--- src/rtl/ahb_apb_bridge_p.sv ---
// AHB-to-APB4 bridge: one AHB slave port fanned out to NSLV APB slaves in one address window.
// One transfer in flight; PREADY waits, PSLVERR/decode/alignment errors and an access timeout.
module ahb_apb_bridge_p #(
    parameter int unsigned ADDR_W  = 32,
    parameter int unsigned DATA_W  = 32,
    parameter int unsigned NSLV    = 4,
    parameter int unsigned DEC_LSB = 12,
    parameter int unsigned TIMEOUT = 255
) (
    input  logic                   HCLK,
    input  logic                   HRESET,
    input  logic                   HSEL,
    input  logic [ADDR_W-1:0]      HADDR,
    input  logic [1:0]             HTRANS,
    input  logic                   HWRITE,
    input  logic [2:0]             HSIZE,
    input  logic [DATA_W-1:0]      HWDATA,
    input  logic                   HREADYin,
    output logic [DATA_W-1:0]      HRDATA,
    output logic                   HREADYout,
    output logic [1:0]             HRESP,
    output logic [ADDR_W-1:0]      PADDR,
    output logic [DATA_W-1:0]      PWDATA,
    output logic [DATA_W/8-1:0]    PSTRB,
    output logic                   PWRITE,
    output logic [NSLV-1:0]        PSEL,
    output logic                   PENABLE,
    input  logic [NSLV*DATA_W-1:0] PRDATA,
    input  logic [NSLV-1:0]        PREADY,
    input  logic [NSLV-1:0]        PSLVERR
);

    localparam int unsigned SEL_W  = (NSLV > 1) ? $clog2(NSLV) : 1;
    localparam int unsigned STRB_W = DATA_W / 8;
    localparam int unsigned LANE_W = $clog2(STRB_W);
    // The whole 4-bit index field is range-checked so aliases beyond NSLV fault.
    localparam int unsigned DEC_W  = (DEC_LSB + 4 <= ADDR_W) ? 4 : ADDR_W - DEC_LSB;
    localparam int unsigned CNT_W  = (TIMEOUT > 0) ? $clog2(TIMEOUT + 1) : 1;
    localparam bit          TO_EN  = (TIMEOUT != 0);
    localparam logic [CNT_W-1:0] TO_LAST = CNT_W'((TIMEOUT > 0) ? TIMEOUT - 1 : 0);

    typedef enum logic [2:0] {
        StIdle,
        StLatch,
        StSetup,
        StAccess,
        StErr1,
        StErr2
    } state_e;

    state_e              state_q;
    logic [ADDR_W-1:0]   addr_q;
    logic                write_q;
    logic [2:0]          size_q;
    logic [SEL_W-1:0]    idx_q;
    logic [DEC_W-1:0]    dec_q;
    logic [CNT_W-1:0]    cnt_q;

    logic [DATA_W-1:0]   hrdata_q;
    logic                hready_q;
    logic [1:0]          hresp_q;
    logic [ADDR_W-1:0]   paddr_q;
    logic [DATA_W-1:0]   pwdata_q;
    logic [STRB_W-1:0]   pstrb_q;
    logic                pwrite_q;
    logic [NSLV-1:0]     psel_q;
    logic                penable_q;

    logic                lat_err;
    logic [STRB_W-1:0]   pstrb_d;
    logic [NSLV-1:0]     psel_d;
    logic                sel_ready;
    logic                sel_err;
    logic [DATA_W-1:0]   sel_rdata;
    logic                accept;
    logic                unused_htrans;

    assign unused_htrans = HTRANS[0];
    assign accept        = HSEL & HREADYin & HTRANS[1];

    // Decode, size and alignment check on the latched address phase.
    always_comb begin
        lat_err = 1'b0;
        if (32'(dec_q) >= NSLV) begin
            lat_err = 1'b1;
        end
        if (32'(size_q) > LANE_W) begin
            lat_err = 1'b1;
        end else begin
            for (int i = 0; i < int'(LANE_W); i++) begin
                if ((i < int'(size_q)) && addr_q[i]) begin
                    lat_err = 1'b1;
                end
            end
        end
    end

    // Byte lanes covered by an aligned transfer of 2**size bytes.
    always_comb begin
        pstrb_d = '0;
        for (int i = 0; i < int'(STRB_W); i++) begin
            if ((i >> size_q) == (int'(addr_q[LANE_W-1:0]) >> size_q)) begin
                pstrb_d[i] = 1'b1;
            end
        end
        if (!write_q) begin
            pstrb_d = '0;
        end
    end

    always_comb begin
        psel_d    = '0;
        sel_ready = 1'b0;
        sel_err   = 1'b0;
        sel_rdata = '0;
        for (int i = 0; i < int'(NSLV); i++) begin
            if (idx_q == SEL_W'(i)) begin
                psel_d[i] = 1'b1;
                sel_ready = PREADY[i];
                sel_err   = PSLVERR[i];
                sel_rdata = PRDATA[i*DATA_W +: DATA_W];
            end
        end
    end

    always_ff @(posedge HCLK) begin
        if (HRESET) begin
            state_q   <= StIdle;
            addr_q    <= '0;
            write_q   <= 1'b0;
            size_q    <= '0;
            idx_q     <= '0;
            dec_q     <= '0;
            cnt_q     <= '0;
            hrdata_q  <= '0;
            hready_q  <= 1'b1;
            hresp_q   <= 2'b00;
            paddr_q   <= '0;
            pwdata_q  <= '0;
            pstrb_q   <= '0;
            pwrite_q  <= 1'b0;
            psel_q    <= '0;
            penable_q <= 1'b0;
        end else begin
            unique case (state_q)
                StIdle: begin
                    hready_q <= 1'b1;
                    hresp_q  <= 2'b00;
                    if (accept) begin
                        addr_q   <= HADDR;
                        write_q  <= HWRITE;
                        size_q   <= HSIZE;
                        idx_q    <= HADDR[DEC_LSB +: SEL_W];
                        dec_q    <= HADDR[DEC_LSB +: DEC_W];
                        hready_q <= 1'b0;
                        state_q  <= StLatch;
                    end
                end
                StLatch: begin
                    if (lat_err) begin
                        hresp_q <= 2'b01;
                        state_q <= StErr1;
                    end else begin
                        psel_q   <= psel_d;
                        paddr_q  <= addr_q;
                        pwrite_q <= write_q;
                        pstrb_q  <= pstrb_d;
                        if (write_q) begin
                            pwdata_q <= HWDATA;
                        end
                        state_q  <= StSetup;
                    end
                end
                StSetup: begin
                    penable_q <= 1'b1;
                    cnt_q     <= '0;
                    state_q   <= StAccess;
                end
                StAccess: begin
                    if (sel_ready) begin
                        psel_q    <= '0;
                        penable_q <= 1'b0;
                        cnt_q     <= '0;
                        if (sel_err) begin
                            hresp_q <= 2'b01;
                            state_q <= StErr1;
                        end else begin
                            if (!write_q) begin
                                hrdata_q <= sel_rdata;
                            end
                            hready_q <= 1'b1;
                            state_q  <= StIdle;
                        end
                    end else if (TO_EN && (cnt_q == TO_LAST)) begin
                        psel_q    <= '0;
                        penable_q <= 1'b0;
                        cnt_q     <= '0;
                        hresp_q   <= 2'b01;
                        state_q   <= StErr1;
                    end else begin
                        cnt_q <= cnt_q + 1'b1;
                    end
                end
                StErr1: begin
                    hready_q <= 1'b1;
                    state_q  <= StErr2;
                end
                StErr2: begin
                    hresp_q <= 2'b00;
                    state_q <= StIdle;
                end
                default: begin
                    state_q <= StIdle;
                end
            endcase
        end
    end

    assign HRDATA    = hrdata_q;
    assign HREADYout = hready_q;
    assign HRESP     = hresp_q;
    assign PADDR     = paddr_q;
    assign PWDATA    = pwdata_q;
    assign PSTRB     = pstrb_q;
    assign PWRITE    = pwrite_q;
    assign PSEL      = psel_q;
    assign PENABLE   = penable_q;

endmodule

--- config.mk ---
export PLATFORM = sky130hd
export DESIGN_NAME = ahb_apb_bridge_p
export DESIGN_NICKNAME = d
export VERILOG_FILES = /design/src/rtl/ahb_apb_bridge_p.sv
export SDC_FILE = /design/constraint.sdc
export NUM_CORES = 1
export LEC_CHECK = 0
export BUFFER_PORTS_ARGS = -buffer_cell sky130_fd_sc_hd__buf_2
export CAP_MARGIN = 15
export CORE_MARGIN = 3
export CORE_UTILIZATION = 40
export CTS_CLUSTER_DIAMETER = 100
export DETAILED_ROUTE_END_ITERATION = 6
export HOLD_SLACK_MARGIN = 0.1
export PLACE_DENSITY = 0.71
export SYNTH_ARGS = -nofsm -noshare
export SYNTH_HDL_FRONTEND = slang
export SYNTH_SLANG_ARGS = --single-unit
--- constraint.sdc ---
create_clock -name HCLK -period 1.92 [get_ports HCLK]
set_clock_uncertainty 0.1 [all_clocks]
set_input_delay 0.384 -clock HCLK [delete_from_list [all_inputs] [get_ports HCLK]]
set_output_delay 0.384 -clock HCLK [all_outputs]
set_load 0.02 [all_outputs]
# [After elaboration in Yosys (flattened, before gate mapping)]
# Cells that the tools add are included.
[word_totals] ff_bits=162 latchBits=0 ram_bits=0 romBits=0 inputBits=210 out_inout_bits=109 wordCells=119 n_memories=0
[op_classes] add_sub_neg=1 mul=0 div=0 magnitude_cmp=4 n_eq_ne=20 n_shift=5 mux=50 bitwise_logic=5 n_reduce_logical=18
[op_table] op="$eq 32x32->1" n=4
[op_table] op="$mux 32" n=4
[op_table] op="$shr 1x3->32 const A" n=2
[op_table] op="$shr 2x3->32 const A" n=2
[op_table] op="$shr 2x3->32" n=1
[op_table] op="$mux 1" n=25
[op_table] op="$mux 4" n=4
[op_table] op="$mux 8" n=2
[op_table] op="$pmux 8 s2" n=1
[op_table] op="$mux 3" n=5
[op_table] op="$pmux 3 s5" n=1
[op_table] op="$ne 2x2->1 const B" n=5
[op_table] op="$reduce_and 3->1" n=3
[op_table] op="$add 8x1->8 const B" n=1
[op_table] op="$eq 8x8->1 const B" n=1
[op_table] op="$mux 2" n=4
[op_table] op="$pmux 4 s2" n=1
[op_table] op="$reduce_and 2->1" n=4
[op_table] op="$reduce_and 4->1" n=2
[op_table] op="$eq 3x2->1 const B" n=2
[op_table] op="$eq 3x3->1 const B" n=2
[op_table] op="$lt 1x3->1 const A" n=2
[op_table] op="$ne 3x3->1 const B" n=2
[op_table] op="$pmux 2 s3" n=1
[op_table] op="15 further kinds" n=22

# [Longest topological paths before layout]
[logic_depth] ltp_word=8 mapped_depth=7 mapped_depth_nobuf=6

# [Least setup slack after synthesis]
# Ideal clock, no wire load.
[synth_timing] path_type="register to register" startpoint="register addr_q[12] (netlist name)" endpoint="register cnt_q[6]" setup_ns=0.074 arrival_ns=1.842 required_ns=1.746 slack_ns=-0.097 stages_incl_launch_ff=6 path_buffers=1 period_less_slack_ns=2.017 cell_sequence="dfxtp_1 -> buf_6 -> mux4_2 -> a211o_1 -> or3_1 -> a31oi_1"
[synth_lines] element="to (signal assigned)" line_no="201" source="cnt_q <= cnt_q + 1'b1;"
[synth_lines] element="to (decl)" line_no="57" source="logic [CNT_W-1:0] cnt_q;"

==> summary.txt <==
Timing
  • Max-slew violations: 0
  • Final min period: 1.90 ns
  • Final Setup Violations: 0
  • Tcrit/Tclk final: 99.1%
  • Fmax: 0.526 GHz
  • Fin. Hold Viols: 0
  • RSZ-0062 raised after global routing: true
  • WHS: 0.117 ns

Drt
  • DR vias/cell: 5.33
  • Routed Antenna Nets: 0
  • Iteration-0 DRC Markers: 327
  • Drt total wl: 23900 µm
  • Routed wire per std cell: 17.5 µm
  • Total iterations of the first detailed-routing run: 5
  • DR vias: 7299
  • DRC viols: 0

Power and ir drop
  • Static Leak: 4.09 nW
  • PD cells: 783 nW/µm²
  • Peak VDD IR: 0.000612 V

Run
  • Max_cap viols: 0

Synth
  • Synth Instances: 780
  • Synth area leaders: dfxtp_1 (46%), mux4_2 (11%), a21oi_1 (11%)
  • Post-Syn Nets: 992
  • Post-synthesis register bit count: 155
  • Top cells by count, synth: dfxtp_1 (155), nand2_1 (149), a21oi_1 (144)
  • Post-synth top area share: 46.3%
  • Mapped Area: 6700 µm²
  • YS warnings: 0
  • Mapped Avg Cell Area: 8.59 µm²
  • Seq/Total Area, Yosys: 46.3%
  • Post-synth EDFFs: 0
  • Synth unique cells: 47
  • Most instantiated library cell after synthesis: dfxtp_1
  • Most used DFF post-synth: dfxtp_1
  • Area leader, netlist: dfxtp_1
  • Ys async rst share: 0%

Die
  • Die W: 135 µm
  • Num rows: 46
  • Starting density of the core: 41.6%
  • Core Area: 16100 µm²
  • Die area: 18300 µm²
  • # IOs: 319
  • Die Height: 135 µm

Place
  • I/O Buffers: 316
  • Cells after DPL: 1280
  • Dpl hpwl: 16900 µm
  • Final RePlAce weighted congestion: 0.814

Finish
  • Nets: 1349
  • Area delta synth->final: 47.3%
  • Fill cell count: 1454
  • FF/Latch Area: 3110 µm²
  • Share of layout cells above drive strength 1: 38.1%
  • Multi-input gate area: 3370 µm²
  • Non-Filler Instances: 1369

Critical path
  • CP Capture Type: flop
  • Critical-path cell list: mux4_2 > a211oi_2 > buf_4 > nand3_1 > a31oi_1
  • Max FO, Critical Path: 7
  • Buf/Inv on CP: 1
  • Family with the most delay on the worst path: multiplexers
  • Flop2flop setup slack: 0.02 ns
  • CP arrival: 2.14 ns
  • Critical Path RT: 2.16 ns
  • Worst path slowest cell: mux4_2
  • Setup CP Type: reg -> reg
  • Worst path max stage delay: 0.56 ns
  • Startpoint class of the critical path: flop

GRT
  • Pin count of the biggest net entering global routing: 68
  • Initial antenna violation count: 4
  • Total GRT Usage: 25.1%
  • Grt ovf: 0
  • Vias in the first global route: 7161
  • First-pass GRT wire length: 36600 µm

CTS
  • CTS tree: built
  • Maximum clock path buffer count: 2
  • Clock transition at path regs: 0.06 ns
  • Htree depth: 4
  • CTS root buf: clkbuf_16
  • # clock sinks: 155
  • TritonCTS buffer count: 17
  • Clk_lat worst skew: 0.41 ns

Worst hold path
  • HP Class: in -> reg

Status
  • Outcome: finished, final reports clean
## what timing repair did
| item | CTS | global route |
|---|---|---|
| hold buffers | 52 | 1 |
| hold endpoints to repair | 52 | 1 |
| setup endpoints to repair | 1 | 77 |
| pin swaps | 1 | 2 |
| buffers inserted | 0 | 1 |
| gates resized for setup | 1 | 12 |
## flip-flops by register name, summed over array words and instances, names as in the netlist
register / count
PWRITE: 1
PADDR: 32
cnt_q: 8
HRDATA: 32
state_q: 3
PWDATA: 32
addr_q: 32
write_q: 1
PSEL: 4
PSTRB: 4
size_q: 3
HREADYout: 1
PENABLE: 1
HRESP: 1
## tightest hold or removal path, stage by stage
cell     delay (ns)
buf_2          0.09
nand2_1        0.04
a21oi_1        0.06
## report_power, final
part / internal [mW] / switching (mW)
clock: 1.74 / 1.48
sequential: 3.28 / 0.0538
combinational: 0.533 / 0.637
## placed cells by master, fill, tap and decap left out, types with 4 or more instances in the layout
| cell | n |
|---|---|
| inv_6 | 5 |
| o21ai_0 | 74 |
| and3_1 | 5 |
| inv_8 | 4 |
| nand4_1 | 6 |
| nand2_1 | 149 |
| nand3_1 | 71 |
| buf_4 | 30 |
| clkbuf_16 | 17 |
| dlygate4sd3_1 | 53 |
| nor2_1 | 7 |
| mux4_2 | 33 |
| a21oi_1 | 144 |
| nand2b_1 | 4 |
| buf_12 | 9 |
| dfxtp_1 | 151 |
| buf_2 | 315 |
| inv_1 | 9 |
## final cells by class
type / instances / area share [%]
multi-input cells: 547 / 34.1
diodes: 3 / 0.0761
repair buffers: 407 / 25.5
clock inverters: 14 / 1.27
flip-flops and latches: 155 / 31.5
inverters: 9 / 0.342
well taps: 216 / 2.74
clock buffers: 18 / 4.45
## logic make-up (layout without fill, tap and decap cells)
logic type,after synthesis,after routing,share of synthesized area [%]
simple gates,269,269,18.3
compound gates,241,241,19.2
flops,155,155,46.3
buf+inv,78,448,4.58
mux,33,33,11.1
fa+ha+maj,2,2,0.373
other cells,1,4,0.0560
xor+xnor,1,1,0.131
## layer usage
metal | up-vias | wire length (µm) | GRT usage [%]
met5 | - | 7 | 0
met4 | 2 | 752 | 11.4
met3 | 48 | 2270 | 7.91
met2 | 348 | 12100 | 42.7
met1 | 3402 | 8770 | 28.9
li1 | 3499 | - | -
## path summary, 6_finish.rpt
path | startpoint | end | depth (start not counted)
worst max-delay path | addr_q[12] | cnt_q[6] | 5
worst min-delay path | HADDR[30] | addr_q[30] | 3
worst max register to register | addr_q[12] | cnt_q[6] | 5
worst min register to register | PWDATA[25] | PWDATA[25] | 2
## stage by stage
step | total power, mW | util [%] | setup TNS [ns] | cell area, µm² | setup WS [ns]
after floorplan | 3.95 | - | -0.104 | 6700 | -0.0548
after global placement | 4.46 | 54.0 | -0.0713 | 8700 | -0.0427
after detailed placement | 4.47 | 54.0 | -0.162 | 8700 | -0.0592
after CTS | 7.78 | 60.7 | 0 | 9790 | 0.0280
after global routing | 8.04 | 61.2 | -0.0636 | 9870 | -0.0382
final | 7.73 | 61.2 | 0 | 9870 | 0.0181
No activity file was read; power rests on OpenSTA's default activity.
